==> config.mk <==
export PLATFORM = sky130hd
export DESIGN_NAME = loba_seq_mult
export DESIGN_NICKNAME = d
export VERILOG_FILES = /design/src/rtl/loba_seq_mult_pkg.sv /design/src/rtl/loba_split.sv /design/src/rtl/loba_term_acc.sv /design/src/rtl/loba_seq_mult.sv
export SDC_FILE = /design/constraint.sdc
export NUM_CORES = 1
export LEC_CHECK = 0
export CAP_MARGIN = 5
export CORE_ASPECT_RATIO = 1.75
export CORE_MARGIN = 2
export CORE_UTILIZATION = 35
export DETAILED_ROUTE_END_ITERATION = 10
export DONT_BUFFER_PORTS = 1
export GPL_ROUTABILITY_DRIVEN = 0
export PLACE_DENSITY_LB_ADDON = 0.12
export SYNTH_ARGS = -nofsm -noshare
export SYNTH_HDL_FRONTEND = slang
export SYNTH_HIERARCHICAL = 1
export SYNTH_SLANG_ARGS = --single-unit
==> constraint.sdc <==
create_clock -name clk -period 13.04 [get_ports clk]
set_input_delay 1.956 -clock clk [delete_from_list [all_inputs] [get_ports clk]]
set_output_delay 1.956 -clock clk [all_outputs]
set_load 0.01 [all_outputs]
==> src/rtl/loba_seq_mult_pkg.sv <==
// Shared definitions for the LOBA sequential approximate multiplier:
// FSM state encoding, request mode encoding, term-count table, the
// split-window payload struct and the shift-sum generator (SSG).
package loba_seq_mult_pkg;

    localparam int unsigned N_W   = 16;  // operand width
    localparam int unsigned WIN_W = 8;   // width of each LOBA window
    localparam int unsigned K_W   = 4;   // width of a window shift amount
    localparam int unsigned SH_W  = 5;   // width of a summed shift amount
    localparam int unsigned P_W   = 32;  // product / accumulator width
    localparam int unsigned CNT_W = 2;   // term counter width

    typedef enum logic [1:0] {
        ST_IDLE  = 2'd0,
        ST_SPLIT = 2'd1,
        ST_MUL   = 2'd2,
        ST_DONE  = 2'd3
    } state_e;

    typedef enum logic [1:0] {
        MODE_T1  = 2'd0,
        MODE_T2  = 2'd1,
        MODE_T4  = 2'd2,
        MODE_T2R = 2'd3
    } mode_e;

    // One operand after splitting: high window/shift and low window/shift.
    typedef struct packed {
        logic [WIN_W-1:0] hi;
        logic [K_W-1:0]   kh;
        logic [WIN_W-1:0] lo;
        logic [K_W-1:0]   kl;
    } split_t;

    // Number of partial-product terms issued for each mode.
    function automatic logic [2:0] term_count(input mode_e m);
        logic [2:0] t;
        case (m)
            MODE_T1:  t = 3'd1;
            MODE_T2:  t = 3'd2;
            MODE_T4:  t = 3'd4;
            default:  t = 3'd2;
        endcase
        return t;
    endfunction

    // Shift-sum generator: 5-bit sum of two 4-bit window shifts.
    function automatic logic [SH_W-1:0] ssg(input logic [K_W-1:0] ka,
                                            input logic [K_W-1:0] kb);
        return SH_W'(ka) + SH_W'(kb);
    endfunction

endpackage

==> src/rtl/loba_split.sv <==
// LOBA_SPLIT: splits an unsigned operand into two leading-one windows.
// The high window is the WIN_W bits starting at the leading one (kh is its
// shift); the low window is taken the same way from the remaining bits.
// A zero operand yields zero windows and zero shifts.
// Ports: x_i operand in; split_o {hi, kh, lo, kl} out (combinational).
module loba_split
    import loba_seq_mult_pkg::*;
(
    input  logic [N_W-1:0] x_i,
    output split_t         split_o
);

    // Shift that aligns the leading one to the top bit of a WIN_W window.
    function automatic logic [K_W-1:0] win_shift(input logic [N_W-1:0] x);
        logic [K_W-1:0] pos;
        pos = '0;
        for (int i = 0; i < int'(N_W); i++) begin
            if (x[i]) pos = K_W'(i);
        end
        return (pos > K_W'(WIN_W - 1)) ? (pos - K_W'(WIN_W - 1)) : '0;
    endfunction

    logic [K_W-1:0] kh;
    logic [K_W-1:0] kl;
    logic [N_W-1:0] mask;
    logic [N_W-1:0] resid;

    always_comb begin
        kh    = win_shift(x_i);
        mask  = (N_W'(1) << kh) - N_W'(1);
        resid = x_i & mask;
        kl    = win_shift(resid);

        split_o.hi = WIN_W'(x_i >> kh);
        split_o.kh = kh;
        split_o.lo = WIN_W'(resid >> kl);
        split_o.kl = kl;
    end

endmodule

==> src/rtl/loba_term_acc.sv <==
// Term mux, shared 16x16 multiplier and 32-bit wrapping accumulator.
// sel_i picks the window pair: 0 hi*hi, 1 hi*lo, 2 lo*hi, 3 lo*lo.
// Ports: clk, rst_n; clr_i zeroes the accumulator; en_i adds the selected
// shifted term; a_i/b_i split operands; sum_c_o = accumulator + term (comb).
module loba_term_acc
    import loba_seq_mult_pkg::*;
(
    input  logic             clk,
    input  logic             rst_n,
    input  logic             clr_i,
    input  logic             en_i,
    input  logic [CNT_W-1:0] sel_i,
    input  split_t           a_i,
    input  split_t           b_i,
    output logic [P_W-1:0]   sum_c_o
);

    logic [N_W-1:0]  mul_x;
    logic [N_W-1:0]  mul_y;
    logic [SH_W-1:0] sh;
    logic [P_W-1:0]  prod;
    logic [P_W-1:0]  term;
    logic [P_W-1:0]  acc_q;
    logic [P_W-1:0]  acc_d;

    // Term select feeding the single multiplier.
    always_comb begin
        mul_x = N_W'(a_i.hi);
        mul_y = N_W'(b_i.hi);
        sh    = ssg(a_i.kh, b_i.kh);
        case (sel_i)
            2'd1: begin
                mul_y = N_W'(b_i.lo);
                sh    = ssg(a_i.kh, b_i.kl);
            end
            2'd2: begin
                mul_x = N_W'(a_i.lo);
                sh    = ssg(a_i.kl, b_i.kh);
            end
            2'd3: begin
                mul_x = N_W'(a_i.lo);
                mul_y = N_W'(b_i.lo);
                sh    = ssg(a_i.kl, b_i.kl);
            end
            default: ;
        endcase
    end

    // Shifted term is truncated to P_W; the sum wraps modulo 2^P_W.
    always_comb begin
        prod    = P_W'(mul_x) * P_W'(mul_y);
        term    = prod << sh;
        sum_c_o = acc_q + term;
        acc_d   = acc_q;
        if (clr_i)     acc_d = '0;
        else if (en_i) acc_d = sum_c_o;
    end

    always_ff @(posedge clk or negedge rst_n) begin
        if (!rst_n) acc_q <= '0;
        else        acc_q <= acc_d;
    end

endmodule

==> src/rtl/loba_seq_mult.sv <==
// LOBA sequential approximate multiplier. Each operand is split into two
// leading-one windows; 1, 2 or 4 window products are issued one per cycle
// through a shared multiplier and accumulated into P.
// Ports: clk, rst_n (async, active low); in_valid/in_ready request
// handshake with A, B, mode; out_valid/out_ready result handshake with P;
// busy high whenever the FSM is not idle.
module loba_seq_mult
    import loba_seq_mult_pkg::*;
#(
    parameter int unsigned N = 16
) (
    input  logic           clk,
    input  logic           rst_n,
    input  logic           in_valid,
    output logic           in_ready,
    input  logic [N-1:0]   A,
    input  logic [N-1:0]   B,
    input  logic [1:0]     mode,
    output logic           out_valid,
    input  logic           out_ready,
    output logic [2*N-1:0] P,
    output logic           busy
);

    state_e           state_q,   state_d;
    logic [N-1:0]     a_q,       a_d;
    logic [N-1:0]     b_q,       b_d;
    mode_e            mode_q,    mode_d;
    split_t           split_a_q, split_a_d;
    split_t           split_b_q, split_b_d;
    logic [CNT_W-1:0] cnt_q,     cnt_d;
    logic [2*N-1:0]   p_q,       p_d;
    logic             in_ready_q, in_ready_d;
    logic             busy_q,     busy_d;
    logic             out_valid_q, out_valid_d;

    split_t           split_a_c;
    split_t           split_b_c;
    logic             acc_clr;
    logic             acc_en;
    logic [P_W-1:0]   sum_c;
    logic [CNT_W-1:0] last_c;

    loba_split u_split_a (
        .x_i     (a_q),
        .split_o (split_a_c)
    );

    loba_split u_split_b (
        .x_i     (b_q),
        .split_o (split_b_c)
    );

    loba_term_acc u_term_acc (
        .clk     (clk),
        .rst_n   (rst_n),
        .clr_i   (acc_clr),
        .en_i    (acc_en),
        .sel_i   (cnt_q),
        .a_i     (split_a_q),
        .b_i     (split_b_q),
        .sum_c_o (sum_c)
    );

    // Index of the final term for the captured mode.
    assign last_c = CNT_W'(term_count(mode_q) - 3'd1);

    // Next-state and datapath control.
    always_comb begin
        state_d   = state_q;
        a_d       = a_q;
        b_d       = b_q;
        mode_d    = mode_q;
        split_a_d = split_a_q;
        split_b_d = split_b_q;
        cnt_d     = cnt_q;
        p_d       = p_q;
        acc_clr   = 1'b0;
        acc_en    = 1'b0;

        case (state_q)
            ST_IDLE: begin
                if (in_valid) begin
                    a_d     = A;
                    b_d     = B;
                    mode_d  = mode_e'(mode);
                    state_d = ST_SPLIT;
                end
            end
            ST_SPLIT: begin
                split_a_d = split_a_c;
                split_b_d = split_b_c;
                cnt_d     = '0;
                acc_clr   = 1'b1;
                state_d   = ST_MUL;
            end
            ST_MUL: begin
                acc_en = 1'b1;
                cnt_d  = cnt_q + CNT_W'(1);
                if (cnt_q == last_c) begin
                    p_d     = (2*N)'(sum_c);
                    state_d = ST_DONE;
                end
            end
            ST_DONE: begin
                if (out_ready) state_d = ST_IDLE;
            end
            default: state_d = ST_IDLE;
        endcase

        in_ready_d  = (state_d == ST_IDLE);
        busy_d      = (state_d != ST_IDLE);
        out_valid_d = (state_d == ST_DONE);
    end

    always_ff @(posedge clk or negedge rst_n) begin
        if (!rst_n) begin
            state_q     <= ST_IDLE;
            a_q         <= '0;
            b_q         <= '0;
            mode_q      <= MODE_T1;
            split_a_q   <= '0;
            split_b_q   <= '0;
            cnt_q       <= '0;
            p_q         <= '0;
            in_ready_q  <= 1'b1;
            busy_q      <= 1'b0;
            out_valid_q <= 1'b0;
        end else begin
            state_q     <= state_d;
            a_q         <= a_d;
            b_q         <= b_d;
            mode_q      <= mode_d;
            split_a_q   <= split_a_d;
            split_b_q   <= split_b_d;
            cnt_q       <= cnt_d;
            p_q         <= p_d;
            in_ready_q  <= in_ready_d;
            busy_q      <= busy_d;
            out_valid_q <= out_valid_d;
        end
    end

    assign in_ready  = in_ready_q;
    assign busy      = busy_q;
    assign out_valid = out_valid_q;
    assign P         = p_q;

endmodule

# After elaboration in Yosys (flattened, before gate mapping)
# Index checks and enable logic that the tools add are counted.
[classes]
add_sub_neg = 13
n_mul = 1
magnitude_cmp = 4
n_eq_ne = 9
shifts = 7
mux = 77
bitwise_logic = 2
n_reduce_logical = 10
[ops]
columns = ["cell", "count"]
rows = [
  ["4-bit two-way mux", 36],
  ["32-bit two-way mux", 2],
  ["16-bit by 4-bit >> shifter with 8-bit output", 4],
  ["3-bit two-way mux", 16],
  ["32-bit adder", 1],
  ["16-bit bitwise AND", 2],
  ["1-bit by 4-bit << shifter with 16-bit output, first input constant", 2],
  ["32-bit by 5-bit << shifter with 32-bit output", 1],
  ["16-bit by 2-bit subtractor with 16-bit output, second input constant", 2],
  ["2-bit two-way mux", 11],
  ["4-bit by 4-bit adder with 5-bit output", 4],
  ["4-bit by 3-bit greater-than comparator with 1-bit output, second input constant", 4],
  ["8-bit by 8-bit multiplier with 16-bit output", 1],
  ["8-bit two-way mux", 2],
  ["4-bit by 3-bit subtractor with 4-bit output, second input constant", 4],
  ["5-bit one-hot mux with 3 select lines", 1],
  ["2-bit equality test, second input constant", 6],
  ["2-bit one-hot mux with 2 select lines", 2],
  ["2-bit one-hot mux with 4 select lines", 1],
  ["2-bit logical NOT", 3],
  ["1-bit two-way mux", 6],
  ["2-bit nonzero test", 3],
  ["2-bit by 1-bit equality test with 1-bit output, second input constant", 2],
  ["2-bit AND reduction", 2],
  ["4 further kinds", 5],
]
[totals]
regBits = 153
input_bits = 38
out_inout_bits = 35
wordCells = 141

# Longest topological paths before layout
[logic_depth]
depth_word = 38
ltp_mapped = 36
depth_no_buf = 33

# Modules after synthesis
# Netlist, hierarchy kept.
[modules_own_cells]
columns = ["module", "n_inst", "cells_each", "area_each_um2", "seq_area_each_um2"]
rows = [
  ["loba_term_acc", 1, 847, 6851.6, 800.8],
  ["loba_seq_mult", 1, 278, 4636.9, 3029.2],
  ["loba_split", 2, 305, 2147.1, 0.0],
]

# Least setup slack after synthesis
# No wires, ideal clock.
[synth_timing]
path_kind = "reg2reg"
from = "reg cnt_q[1]"
to = "reg u_term_acc.acc_q[31]"
setup_ps = 128
arrival_time_ps = 8292
required_time_ps = 12912
setup_slack_ps = 4621
stages_incl_launch_ff = 34
path_buffers = 2
synth_period_minus_slack_ps = 8419
cell_sequence = "dfrtp_1 -> buf_6 -> clkbuf_1 -> mux2i_1 -> or2_2 -> fa_1 -> fa_1 -> inv_1 -> fa_1 -> inv_1 -> fa_1 -> inv_1 -> ha_1 -> a21o_1 -> a221oi_2 -> o21ai_1 -> xor2_1 -> mux2i_1 -> mux2_2 -> nor2_1 -> a21oi_1 -> mux2_2 -> nor2_1 -> ha_1 -> a21o_1 -> a311oi_1 -> o21ai_0 -> nand2_1 -> a31o_2 -> a31oi_1 -> a311o_1 -> or2_2 -> mux2i_1 -> mux2_1"
[synth_via]
elab_chain_cells = 8
elab_cells_between_ends = 13
classes_between = "add/sub: 1; mul: 1; eq/ne: 3; shift: 1; mux: 5; reduce/logical: 2"
[synth_lines]
columns = ["element", "line", "rtl"]
rows = [
  ["start, declared", "loba_seq_mult.sv:31", "logic [CNT_W-1:0] cnt_q, cnt_d;"],
  ["start signal, assigned", "loba_seq_mult.sv:136", "cnt_q <= cnt_d;"],
  ["2-bit equality test, or another cell as far along", "loba_term_acc.sv:31", "case (sel_i)"],
  ["2-bit OR reduction (no source line)", "-", ""],
  ["8-bit two-way mux", "loba_term_acc.sv:31", ""],
  ["8-bit by 8-bit multiplier with 16-bit output", "loba_term_acc.sv:51", "prod = P_W'(mul_x) * P_W'(mul_y);"],
  ["32-bit by 5-bit << shifter with 32-bit output *", "loba_term_acc.sv:52", "term = prod << sh;"],
  ["32-bit adder *", "loba_term_acc.sv:53", "sum_c_o = acc_q + term;"],
  ["32-bit two-way mux *", "loba_term_acc.sv:56", "else if (en_i) acc_d = sum_c_o;"],
  ["32-bit two-way mux *", "loba_term_acc.sv:55", "if (clr_i) acc_d = '0;"],
  ["end signal, assigned", "loba_term_acc.sv:60", "if (!rst_n) acc_q <= '0;"],
  ["end signal, assigned", "loba_term_acc.sv:61", "else acc_q <= acc_d;"],
  ["end, declared", "loba_term_acc.sv:23", "logic [P_W-1:0] acc_q;"],
]
# Mark *: on every way between the ends. The rest lies on a longest branch, timed or not. The select of a mux whose other input is x is not followed.
# A chain may end at the register's enable or synchronous reset.

# Worst setup path after layout
[layout_timing]
from = "reg cnt_q[0]"
to = "reg p_q[28], in the netlist P[28]"
[layout_via]
elab_chain_cells = 6
elab_cells_between_ends = 13
classes_between = "add/sub: 1; mul: 1; eq/ne: 4; shift: 1; mux: 3; reduce/logical: 3"
[layout_lines]
columns = ["element", "line", "rtl"]
rows = [
  ["2-bit equality test, or another cell as far along", "loba_term_acc.sv:31", ""],
  ["2-bit OR reduction (no source line)", "-", ""],
  ["8-bit two-way mux", "loba_term_acc.sv:31", ""],
  ["8-bit by 8-bit multiplier with 16-bit output", "loba_term_acc.sv:51", ""],
  ["32-bit by 5-bit << shifter with 32-bit output *", "loba_term_acc.sv:52", ""],
  ["32-bit adder *", "loba_term_acc.sv:53", ""],
  ["via sum_c[28]", "loba_seq_mult.sv:41", "logic [P_W-1:0] sum_c;"],
  ["end signal, assigned", "loba_seq_mult.sv:137", "p_q <= p_d;"],
  ["end, declared", "loba_seq_mult.sv:32", "logic [2*N-1:0] p_q, p_d;"],
]
# Mark *: on every way through the listed nets, which the timed path passes. The rest lies on a longest branch.

==> key figures <==
Worst setup path
  – Worst EP required: 13380 ps
  – CP arrival: 9510 ps
  – Reg2Reg Depth: 31
  – Crit Path Class: flop to flop
  – Max incr delay on CP: 790 ps
  – CP max-delay cell: dfrtp_1
  – Worst r2r dst: P[28]
  – Setup crit end kind: flop
  – RR Startpoint: cnt_q[0]
  – CP startpoint kind: flop
  – Reg2reg setup slack: 3870 ps
  – Crit-path max FO: 16
  – CP dominant cell by count: fa_1

Synthesis
  – Syn Area/Cell: 9.10 sq um
  – Post-synth ARST share: 100%
  – Yosys cell types: 108
  – Synth Instances: 1735
  – Top-area cell type share of the netlist area: 24.1%
  – Mapped cell area: 0.0158 sq mm
  – Synth Register Bits: 153
  – Post-Syn Nets: 1908
  – Sequential cell area fraction in the yosys report: 24.3%
  – Top_reg_cell synth: dfrtp_1
  – Synthesis Warnings: 6
  – Synth area leaders: dfrtp_1 (24%), mux2_2 (9.4%), ha_1 (7.6%), mux2i_1 (7.0%), fa_1 (4.9%)
  – Number of synthesized flops with an enable pin: 0
  – Top cell type by total area after synthesis: dfrtp_1

Detailed routing
  – Wire length on met1: 17000 microns
  – DRT antenna net count: 0
  – Routed via count: 12972
  – WL met3: 980 microns
  – Routed WL per cell: 20.3 microns
  – Via-to-Cell Ratio: 5.69
  – Top routing layer in use: met4
  – Metal2 WL: 26200 microns
  – Routed wire length: 46300 microns
  – Number of iterations in the first detailed-routing pass: 5
  – DRC errors left: 0
  – DR iter-0 viols: 613

Clocking
  – CTS clk-pin slew, worst paths: 70 ps
  – CTS Root Cell: clkbuf_16
  – Setup bufs post-CTS: 0
  – Clock Tree Buf Depth: 2
  – H-tree Lvls: 4
  – Clock sink count: 153
  – Cts hold-fix bufs: 0
  – Post-CTS Resized: 0
  – CTS buffer count: 17
  – CTS tree: built
  – Worst-Skew Late Latency: 460 ps

Cells and area
  – Fin util: 37.3%
  – Flip-flop and latch area: 0.00383 sq mm
  – Most frequent cells in the layout: nor2_1 (187), dfrtp_1 (152), mux2_2 (132)
  – Area of the multi-input gates: 0.0111 sq mm
  – Share of layout cells above drive strength 1: 17.2%
  – Final nets: 1861
  – Antenna Cells: 0
  – Commonest non-fill, non-tap cell in the layout: nor2_1
  – Syn-to-layout area delta: 5.85%
  – # fillers: 4615

Min path
  – Hold path startpoint: split_b_q[4]
  – Worst hold path depth: 1
  – Hold Crit Endpoint: split_b_q[4]
  – Hold crit path type: flop to flop

Placed design
  – Post-DP HPWL: 36500 microns
  – Worst slack at placement: 3840 ps
  – I/O Buffers: 0

Floorplanning
  – Full die area: 0.0469 sq mm
  – Die height: 285 microns
  – Initial Utilization: 35.2%
  – I/O pins: 73
  – Row cnt: 103
  – Core box area: 0.0448 sq mm
  – Die Width: 165 microns

Global route
  – Pin count of the biggest net entering global routing: 154
  – Vias in the first global route: 13408
  – Antenna violations before repair: 0
  – Global-route wire length before repair: 73400 microns
  – Grt total ovfl: 0
  – Overall Global Routing Usage: 20.0%

Timing
  – Crit share post-route: 70.3%
  – Fin crit period: 9170 ps
  – Max Fclk: 109 MHz
  – Final hold vios: 0
  – Setup skew after layout: 14.8 ps
  – Setup WS post-layout: 3870 ps
  – Finish-stage setup viols: 0
  – Setup TNS: 0 ps
  – Slew headroom: 35.2%
  – Max-slew violations: 0
  – Worst slew pin tran: 972 ps
  – RSZ-0062 raised after global routing: no

Outcome
  – Outcome: complete, no violations

Run
  – Max Cap Viol: 0
-- logic make-up (layout without fill, tap and decap cells) --
group / Yosys count / count (layout) / share of synthesized area, %
flops: 153 / 153 / 24.3
buf+inv: 178 / 144 / 5.76
compound gates: 417 / 417 / 19.3
fa+ha+maj: 135 / 135 / 12.6
mux: 257 / 257 / 18.1
xor+xnor: 52 / 52 / 2.93
simple gates: 543 / 543 / 17.0
-- through the flow --
stage | instances | hold slack, ps | area [sq um]
after floorplan | 1735 | 473 | 15800
after global placement | 2246 | 497 | 16100
after detailed placement | 2246 | 498 | 16100
after CTS | 2278 | 513 | 16700
after global routing | 2278 | 532 | 16700
final | 2278 | 510 | 16700
-- worst max-delay path, delay by kind of cell (launching register included) --
kind,cells,cell delay [ps]
simple gates,5,580
compound gates,12,3250
buf+inv,3,140
mux,4,1400
xor+xnor,1,150
flops,1,790
fa+ha+maj,6,2740
-- cell type report --
class / count / area share, %
clock buffer: 18 / 2.63
clock inverter: 14 / 1.04
inverter: 97 / 2.18
multi-input combinational: 1404 / 66.2
sequential: 153 / 22.9
tap: 577 / 4.32
timing repair buffer: 15 / 0.674
-- how the worst max path moves through the flow --
stage / start / end / slack, ps
CTS: cnt_q[0] / P[28] / 3830
global route: cnt_q[0] / P[28] / 3130
detailed placement: cnt_q[0] / P[28] / 3840
floorplan: cnt_q[1] / u_term_acc/acc_q[31] / 4620
global placement: cnt_q[0] / P[28] / 3940
finish: cnt_q[0] / P[28] / 3870
-- per-layer routing --
metal	global-route usage [%]	vias up
met5	0	-
met4	9.83	0
met3	2.31	100
met2	39.9	282
met1	19.8	6351
li1	-	6239
-- cell usage after synthesis, drive strengths merged, types with 6 or more instances --
cell	count
a211oi	28
a21boi	6
a21o	34
a21oi	94
a221o	9
a221oi	14
a22o	6
a31oi	33
and2	18
and3	19
buf	33
clkbuf	48
dfrtp	152
fa	39
ha	96
inv	95
mux2	138
mux2i	111
mux4	8
nand2	127
nand2b	14
nand3	32
nand3b	7
nand4	14
nor2	189
nor2b	15
nor3	34
nor4	16
o211a	10
o211ai	11
o21a	9
o21ai	73
o21bai	8
o22ai	9
o31ai	15
or2	29
or3	10
xnor2	30
xor2	22
-- flip-flops by register name (all words and copies together) (netlist names) --
signal,flops
split_b_q,24
split_a_q,24
busy,1
in_ready,1
u_term_acc/acc_q,32
state_q,2
cnt_q,2
mode_q,2
P,32
out_valid,1
a_q,16
b_q,16
Power is left out: the tool's default activity adds up to more than one toggle a clock period on the data nets, which glitch-free logic cannot reach.
